[src/rtl/pwm_capture.sv]
// Measures period and low time of an active-low PWM input, tracks breathing ramp
// direction and flags a stuck input after TIMEOUT cycles without a falling edge.
module pwm_capture #(
    parameter int W       = 25,
    parameter int TIMEOUT = 4800
) (
    input  logic         CLK,
    input  logic         RST,
    input  logic         PWM_IN,
    output logic [W-1:0] PERIOD,
    output logic [W-1:0] LOW_TIME,
    output logic         VALID,
    output logic         DIR,
    output logic         STUCK,
    output logic         STUCK_LVL
);
    localparam logic [W-1:0] TMO    = W'(TIMEOUT);
    localparam logic [W-1:0] TMO_M1 = W'(TIMEOUT - 1);

    typedef enum logic {IDLE, MEAS} state_t;

    state_t       state_q;
    logic         s1_q, s2_q, s3_q;
    logic [W-1:0] pcnt_q, lcnt_q, pcnt_d, lcnt_d;
    logic [W-1:0] period_q, low_q, mag;
    logic         valid_q, dir_q, dir_d, stuck_q, lvl_q, first_q;
    logic         fe, timeout;

    always_comb begin
        fe      = s3_q & ~s2_q;
        pcnt_d  = pcnt_q;
        lcnt_d  = lcnt_q;
        if (fe) begin
            pcnt_d = W'(1);
            lcnt_d = W'(1);
        end else begin
            if (pcnt_q < TMO)           pcnt_d = pcnt_q + W'(1);
            if (!s2_q && lcnt_q < TMO)  lcnt_d = lcnt_q + W'(1);
        end
        // fe in the same cycle as the timeout wins
        timeout = !fe && (pcnt_q == TMO_M1);

        mag   = (lcnt_q > low_q) ? (lcnt_q - low_q) : (low_q - lcnt_q);
        dir_d = dir_q;
        // a jump larger than half a period is the ramp wrapping, not a direction change
        if (!first_q && (lcnt_q != low_q) && (mag <= (pcnt_q >> 1)))
            dir_d = (lcnt_q > low_q);
    end

    always_ff @(posedge CLK) begin
        if (RST) begin
            state_q  <= IDLE;
            s1_q     <= 1'b1;
            s2_q     <= 1'b1;
            s3_q     <= 1'b1;
            pcnt_q   <= '0;
            lcnt_q   <= '0;
            period_q <= '0;
            low_q    <= '0;
            valid_q  <= 1'b0;
            dir_q    <= 1'b0;
            stuck_q  <= 1'b0;
            lvl_q    <= 1'b1;
            first_q  <= 1'b0;
        end else begin
            s1_q    <= PWM_IN;
            s2_q    <= s1_q;
            s3_q    <= s2_q;
            pcnt_q  <= pcnt_d;
            lcnt_q  <= lcnt_d;
            valid_q <= 1'b0;
            case (state_q)
                IDLE: if (fe) begin
                    state_q <= MEAS;
                    first_q <= 1'b1;
                    stuck_q <= 1'b0;
                end
                MEAS: if (fe) begin
                    period_q <= pcnt_q;
                    low_q    <= lcnt_q;
                    valid_q  <= 1'b1;
                    dir_q    <= dir_d;
                    first_q  <= 1'b0;
                end
                default: state_q <= IDLE;
            endcase
            if (timeout) begin
                stuck_q <= 1'b1;
                lvl_q   <= s2_q;
                state_q <= IDLE;
            end
        end
    end

    assign PERIOD    = period_q;
    assign LOW_TIME  = low_q;
    assign VALID     = valid_q;
    assign DIR       = dir_q;
    assign STUCK     = stuck_q;
    assign STUCK_LVL = lvl_q;
endmodule

[config.mk]
export PLATFORM = sky130hd
export DESIGN_NAME = pwm_capture
export DESIGN_NICKNAME = d
export VERILOG_FILES = /design/src/rtl/pwm_capture.sv
export SDC_FILE = /design/constraint.sdc
export NUM_CORES = 1
export LEC_CHECK = 0
export CAP_MARGIN = 40
export CORE_MARGIN = 5
export CORE_UTILIZATION = 63
export CTS_CLUSTER_DIAMETER = 30
export DETAILED_ROUTE_END_ITERATION = 8
export PLACE_DENSITY = 0.83
export SYNTH_ARGS = -nofsm -noshare
export SYNTH_HDL_FRONTEND = slang
export SYNTH_SLANG_ARGS = --single-unit
export TNS_END_PERCENT = 5
[constraint.sdc]
create_clock -name CLK -period 6.9 [get_ports CLK]
set_clock_uncertainty 0.1 [all_clocks]
set_input_delay 1.725 -clock CLK [delete_from_list [all_inputs] [get_ports CLK]]
set_output_delay 1.725 -clock CLK [all_outputs]
set_load 0.05 [all_outputs]
==> impl_metrics.json, run 1 <==
{
  "synth_cells": 824,
  "global_route.overflow_total": 0,
  "row_count": 38,
  "worst_setup_path_start_kind": "register",
  "cts-hold-fix-buffers": 0,
  "drc": 0,
  "combinational_power_share_pct": 14.4,
  "antenna_violating_nets_post_route": 0,
  "placed_area_sq_um": 7440,
  "relSlewSlack_pct": 45.2,
  "cts_buffer_depth": 2,
  "first_pass_grt_wire_length_mm": 28.2,
  "wire_per_inst_microns": 17.2,
  "reg2reg_from": "LOW_TIME[19]",
  "ys_ff_latch": 109,
  "synth_fp_nets": 904,
  "design.die.area_sq_um": 13000,
  "cts.root.buffer_cell": "sky130_fd_sc_hd__clkbuf_8",
  "worst-path-max-fanout": 20,
  "startpoint": "LOW_TIME[19]",
  "ctsResizeCount": 0,
  "place.gp.congestion": 0.982,
  "vdd_ir_drop_max_mv": 0.130,
  "finalSetupViolCount": 0,
  "floorplan.die.height_microns": 114,
  "synth.yosys.seq_area_share_pct": 32.0,
  "power_density_nw_per_um2": 155,
  "worstPathArrival_ps": 6060,
  "finish.net_count": 934,
  "part_of_the_power_in_registers_pct": 53.8,
  "pin_count_of_the_biggest_net_entering_global_routing": 51,
  "ys_top_cells_by_area": "sky130_fd_sc_hd__dfxtp_1, sky130_fd_sc_hd__ha_1, sky130_fd_sc_hd__a22o_1",
  "n_antenna_cell": 0,
  "cell_area_after_synthesis_sq_um": 6820,
  "end_kind": "register",
  "worst_path_clk_slew_ps": 110,
  "r2r_setup_slack_ps": 1070,
  "synth_top_area_cell": "sky130_fd_sc_hd__dfxtp_1",
  "final_core_util_pct": 70.9,
  "drt_first_pass_iters": 5,
  "inserted_clock_buffers": 9,
  "post_drt_via_cell_ratio": 5.94,
  "clock_tree_from_tritoncts": "yes",
  "hold_path.startpoint": "s1_q",
  "cap_viol_max_count": 0,
  "switchingPower_uw": 342,
  "rsz_0062_raised_after_global_routing": "false",
  "internal_portion_of_total_power_uw": 842,
  "asyncSetResetFlopFracSynth_pct": 0,
  "place.detailed.hpwl_mm": 13.3,
  "numPortBuffers": 56,
  "fin_setup_tns_ps": 0,
  "run_status": "finished, final reports clean",
  "grt_pass1_vias": 5897,
  "final_layout_size_suffix_gt1_share_pct": 4.19,
  "initial_utilization_pct": 63.4,
  "synth.distinct_cells": 59,
  "core_ar_sq_um": 10700,
  "clock_sink_count": 109,
  "cts_setup_buffers": 0,
  "achievable-frequency_ghz": 0.172,
  "total_power_mw": 1.18,
  "layout_min_cycle_time_ps": 5830,
  "fin_crit_sh_pct": 84.5,
  "netlist.area_leader.share_pct": 32.0,
  "worstPathRequired_ps": 7130,
  "floorplan.die.width_microns": 114,
  "syn_area_per_cell_sq_um": 8.27,
  "mostFrequentLayoutCells": "sky130_fd_sc_hd__dfxtp_1, sky130_fd_sc_hd__inv_1, sky130_fd_sc_hd__nor2_1",
  "grt_usage_pct": 26.7,
  "number_of_enable_flip_flop_cells_after_synthesis": 0,
  "detail_route.iter0.violations": 526,
  "vias": 5932,
  "htree_num_levels": 3,
  "timing_max_transition_violations_final": 0,
  "p_sw_share_pct": 28.9,
  "leakagePower_nw": 3.21,
  "p_clk_share_pct": 31.9,
  "fin_hold_ws_ps": 333,
  "hold_path.class": "register to register",
  "worst_skew_pair.late_latency_ps": 390,
  "pin_count": 57,
  "flow.area_growth_from_synthesis_pct": 11.8,
  "worst-setup-path-type": "register to register",
  "timing.final.hold_violations": 0,
  "totalWireLength_mm": 17.2,
  "initial_antenna_violation_count": 0,
  "final_area_sq_um": 7620,
  "max_slew.worst_pin.slew_ps": 822,
  "synth_ff_type": "sky130_fd_sc_hd__dfxtp_1",
  "yosysWarnings": 0,
  "final_common_cell": "sky130_fd_sc_hd__dfxtp_1"
}
[routing by layer]
metal | track usage (%) | vias to the layer above | share of wire (%)
met5 | 0 | - | 0
met4 | 9.34 | 0 | 2.1
met3 | 4.62 | 25 | 6.3
met2 | 44.0 | 186 | 46
met1 | 35.2 | 2799 | 45
li1 | - | 2922 | -
[state kept, by name, summed over array words and instances, names as in the netlist]
register,cells
s3_q,1
STUCK,1
state_q,1
s2_q,1
STUCK_LVL,1
lcnt_q,25
LOW_TIME,25
VALID,1
pcnt_q,25
first_q,1
s1_q,1
DIR,1
PERIOD,25
[power groups by stage]
stage	sequential (mW)	clock, mW	combinational [mW]
final	0.637	0.377	0.170
after global routing	0.637	0.409	0.190
after CTS	0.637	0.381	0.168
after detailed placement	0.651	0	0.168
after global placement	0.651	0	0.163
after floorplan	0.650	0	0.130
[per-stage QoR]
step	instances	setup slack, ps
after floorplan	824	1900
after global placement	982	1380
after detailed placement	983	1170
after CTS	999	1130
after global routing	999	674
final	999	1070
[critical path, cell delays in order, from the launching register on]
cell	delay, ps
sky130_fd_sc_hd__dfxtp_1	400
sky130_fd_sc_hd__inv_1	60
sky130_fd_sc_hd__ha_1	480
sky130_fd_sc_hd__nand4_1	250
sky130_fd_sc_hd__or3_1	390
sky130_fd_sc_hd__or4_4	450
sky130_fd_sc_hd__o21a_1	420
sky130_fd_sc_hd__buf_4	330
sky130_fd_sc_hd__a211o_1	250
sky130_fd_sc_hd__a22oi_2	260
sky130_fd_sc_hd__o221a_2	290
sky130_fd_sc_hd__o21ai_1	90
sky130_fd_sc_hd__xor2_1	150
sky130_fd_sc_hd__ha_1	310
sky130_fd_sc_hd__nand4_1	80
sky130_fd_sc_hd__or2_2	280
sky130_fd_sc_hd__nor2_1	180
sky130_fd_sc_hd__nand3_1	120
sky130_fd_sc_hd__nor3_1	140
sky130_fd_sc_hd__a21oi_1	90
sky130_fd_sc_hd__a21o_1	170
sky130_fd_sc_hd__or3_1	370
sky130_fd_sc_hd__nand4_1	100
[cell usage after synthesis (2+ instances only)]
master                     count
sky130_fd_sc_hd__or3_1         2
sky130_fd_sc_hd__nor2b_1       9
sky130_fd_sc_hd__nand2_1      52
sky130_fd_sc_hd__and3_1        7
sky130_fd_sc_hd__nand3_1      17
sky130_fd_sc_hd__nand2b_1      5
sky130_fd_sc_hd__ha_1         75
sky130_fd_sc_hd__o211ai_1      3
sky130_fd_sc_hd__nand3b_1      4
sky130_fd_sc_hd__nand4_1      15
sky130_fd_sc_hd__nor3_1       10
sky130_fd_sc_hd__a21o_1       33
sky130_fd_sc_hd__xor2_1        8
sky130_fd_sc_hd__o22ai_1       3
sky130_fd_sc_hd__clkbuf_1     22
sky130_fd_sc_hd__a21oi_1      63
sky130_fd_sc_hd__or2_2         4
sky130_fd_sc_hd__nor2_1       85
sky130_fd_sc_hd__fa_1          2
sky130_fd_sc_hd__o21ai_0      34
sky130_fd_sc_hd__dfxtp_1     109
sky130_fd_sc_hd__nor4_1        8
sky130_fd_sc_hd__inv_1        85
sky130_fd_sc_hd__mux2i_1      11
sky130_fd_sc_hd__o21bai_1      6
sky130_fd_sc_hd__a211o_1       3
sky130_fd_sc_hd__o311ai_0      2
sky130_fd_sc_hd__a41oi_1       2
sky130_fd_sc_hd__a22o_1       50
sky130_fd_sc_hd__xnor2_1      36
sky130_fd_sc_hd__o21ai_1       2
sky130_fd_sc_hd__buf_4         2
sky130_fd_sc_hd__buf_2        16
sky130_fd_sc_hd__a31oi_1       6
sky130_fd_sc_hd__a211oi_1      4
sky130_fd_sc_hd__o21a_1        6
[final cells by class]
type                       count  area (sq um)
clock inverter                 6          55.1
tap                          140           175
clock buffer                  10           128
inverter                      85           319
fill                         888          3130
timing repair buffer          61           618
sequential                   109          2180
multi-input combinational    588          4140
[cells by family (layout without fill, tap and decap cells)]
| logic type | count (synthesis) | in the layout | synth area share (%) |
|---|---|---|---|
| AOI/OAI and AO/OA | 231 | 231 | 23.4 |
| and+or+nand+nor | 225 | 225 | 15.5 |
| buffers and inverters | 127 | 162 | 7.51 |
| DFF | 109 | 109 | 32.0 |
| adders and majority gates | 77 | 77 | 14.4 |
| xor gates and xnor gates | 44 | 44 | 5.65 |
| muxes | 11 | 11 | 1.62 |
[final timing paths]
path / end / cells past startpoint
min reg2reg: s2_q / 1
min: s2_q / 1
max reg2reg: DIR / 22
max: DIR / 22
Note: power is estimated with default switching activity, not from simulation.
==> run 2, diff against run 1 <==
--- a/config.mk
+++ b/config.mk
@@ -7,10 +7,10 @@
 export LEC_CHECK = 0
 export CAP_MARGIN = 40
 export CORE_MARGIN = 5
-export CORE_UTILIZATION = 63
+export CORE_UTILIZATION = 59
 export CTS_CLUSTER_DIAMETER = 30
 export DETAILED_ROUTE_END_ITERATION = 8
-export PLACE_DENSITY = 0.83
+export PLACE_DENSITY = 0.78
 export SYNTH_ARGS = -nofsm -noshare
 export SYNTH_HDL_FRONTEND = slang
 export SYNTH_SLANG_ARGS = --single-unit
==> constraint.sdc (replaced) <==
create_clock -name CLK -period 5.4 [get_ports CLK]
set_clock_uncertainty 0.1 [all_clocks]
set_input_delay 1.35 -clock CLK [delete_from_list [all_inputs] [get_ports CLK]]
set_output_delay 1.35 -clock CLK [all_outputs]
set_load 0.05 [all_outputs]
==> run 2 against run 1 <==
  * Die area increased by 6.2%
  * Final cell count increased by 2.7%
  * Non-clock buffer count increased by 24
  * Combinational power increased by 39%
  * Global-route usage decreased by 0.96 points
  * Hold slack improved by 7.0 ps
  * Routed wire length increased by 3.9%
  * Fmax increased by 14%
  * Power increased by 43%
  * Critical path type unchanged
  * Critical endpoint unchanged
  * Largest cell class unchanged
==> impl_metrics.json, run 2 (same netlist as run 1, synthesis figures left out) <==
{
  "post_drt_via_cell_ratio": 5.91,
  "htree_num_levels": 3,
  "multi_input_area_sq_um": 4300,
  "finish.net_count": 959,
  "final-seq-area_sq_um": 2180,
  "totalWireLength_mm": 17.9,
  "end_kind": "register",
  "worstPathArrival_ps": 5310,
  "wire_per_inst_microns": 17.4,
  "initial_utilization_pct": 60.0,
  "design.die.area_sq_um": 13800,
  "leakagePower_nw": 3.38,
  "vias": 6067,
  "inserted_clock_buffers": 9,
  "final_common_cell": "sky130_fd_sc_hd__dfxtp_1",
  "drc": 0,
  "flow.area_growth_from_synthesis_pct": 18.5,
  "worst_setup_path_start_kind": "register",
  "grt_pass1_vias": 5856,
  "pin_count": 57,
  "initial_antenna_violation_count": 0,
  "worst_path_clk_slew_ps": 80,
  "run_status": "finished, final reports clean",
  "fin_crit_sh_pct": 94.5,
  "first_pass_grt_wire_length_mm": 29.6,
  "mostFrequentLayoutCells": "sky130_fd_sc_hd__dfxtp_1, sky130_fd_sc_hd__inv_1, sky130_fd_sc_hd__nor2_1",
  "placement.setup.worst_slack_ps": -17.9,
  "place.detailed.hpwl_mm": 13.5,
  "total_power_mw": 1.70,
  "clock_sink_count": 109,
  "cap_viol_max_count": 0,
  "worst-setup-path-type": "register to register",
  "layout_min_cycle_time_ps": 5100,
  "clock_tree_from_tritoncts": "yes",
  "drt_first_pass_iters": 5,
  "cts_buffer_depth": 2,
  "final_layout_size_suffix_gt1_share_pct": 9.40,
  "max_slew.worst_pin.slew_ps": 911,
  "worst_skew_pair.late_latency_ps": 370,
  "power_density_nw_per_um2": 210,
  "worst-path-max-fanout": 7,
  "fin_hold_ws_ps": 340,
  "numPortBuffers": 56,
  "pin_count_of_the_biggest_net_entering_global_routing": 32,
  "relSlewSlack_pct": 38.8,
  "worstPathRequired_ps": 5610,
  "floorplan.die.height_microns": 117,
  "antenna_violating_nets_post_route": 0,
  "timing_max_transition_violations_final": 0,
  "achievable-frequency_ghz": 0.196,
  "detail_route.iter0.violations": 466,
  "global_route.overflow_total": 0,
  "n_antenna_cell": 0,
  "floorplan.die.width_microns": 117,
  "core_ar_sq_um": 11400,
  "num-fill-cells": 877,
  "cts-hold-fix-buffers": 0,
  "place.gp.congestion": 0.951,
  "row_count": 39,
  "hold_path.class": "register to register",
  "layout_setup_ws_ps": 299,
  "final_core_util_pct": 71.1,
  "cts.root.buffer_cell": "sky130_fd_sc_hd__clkbuf_16",
  "vdd_ir_drop_max_mv": 0.413,
  "grt_usage_pct": 25.7,
  "timing.final.hold_violations": 0,
  "finalSetupViolCount": 0
}
[run 2: repair_timing]
| action | in CTS | in global routing |
|---|---|---|
| pin swaps | 0 | 7 |
| cloned | 0 | 1 |
| setup endpoints to repair | 1 | 1 |
| resized for setup | 1 | 32 |
| setup buffers | 0 | 3 |
[run 2: final cells by class]
class                           instances  area share [%]
Sequential cell                       109            27.0
Clock buffer                            9            2.79
Timing Repair Buffer                   85            10.1
Multi-Input combinational cell        589            53.2
Inverter                               85            3.95
Tap cell                              143            2.21
Clock inverter                          6           0.743
[run 2: routing by layer]
metal	part of all wire, %	vias to the layer above	GRT usage, %
li1	-	2967	-
met1	48	2914	36.5
met2	45	165	39.9
met3	5.1	21	5.38
met4	1.5	0	6.67
met5	0	-	0
[run 2: worst max-delay path, stage by stage (launching register included)]
cell and delay [ps]:
sky130_fd_sc_hd__dfxtp_1 380, sky130_fd_sc_hd__inv_1 60, sky130_fd_sc_hd__ha_2 390, sky130_fd_sc_hd__nand4_2 150, sky130_fd_sc_hd__or3_1 410, sky130_fd_sc_hd__or4_4 490
sky130_fd_sc_hd__o21a_4 190, sky130_fd_sc_hd__buf_4 160, sky130_fd_sc_hd__buf_4 140, sky130_fd_sc_hd__nor2_1 80, sky130_fd_sc_hd__o22ai_1 80, sky130_fd_sc_hd__a311oi_2 340
sky130_fd_sc_hd__o21ai_1 120, sky130_fd_sc_hd__xor2_1 160, sky130_fd_sc_hd__ha_1 290, sky130_fd_sc_hd__a21o_1 160, sky130_fd_sc_hd__a21oi_1 140, sky130_fd_sc_hd__nor2b_1 60
sky130_fd_sc_hd__o21ai_0 160, sky130_fd_sc_hd__o21ai_0 110, sky130_fd_sc_hd__nor2_1 130, sky130_fd_sc_hd__o21ai_0 100, sky130_fd_sc_hd__a21o_1 200, sky130_fd_sc_hd__or3_1 370
sky130_fd_sc_hd__nand4_1 90
[run 2: through the flow]
| stage | cells | instance area [sq um] | TNS, ps |
|---|---|---|---|
| floorplan | 824 | 6820 | 0 |
| global route | 1026 | 8080 | -30.2 |
| finish | 1026 | 8080 | 0 |
| detailed placement | 1007 | 7610 | -17.9 |
| CTS | 1022 | 7900 | 0 |
| global placement | 1006 | 7580 | 0 |
[run 2: final timing paths]
| kind | from | end | slack, ps | depth (start not counted) |
|---|---|---|---|---|
| setup / recovery | LOW_TIME[23] | DIR | 300 | 24 |
| hold / removal | s1_q | s2_q | 340 | 1 |
| hold reg to reg | s1_q | s2_q | 340 | 1 |
| setup reg to reg | LOW_TIME[23] | DIR | 300 | 24 |
[run 2: where the power goes]
part	switching (mW)	internal (mW)	leakage [nW]
registers	0.00550	0.807	0.880
clock network	0.327	0.319	0.132
logic	0.135	0.103	2.37
total	0.467	1.23	3.38
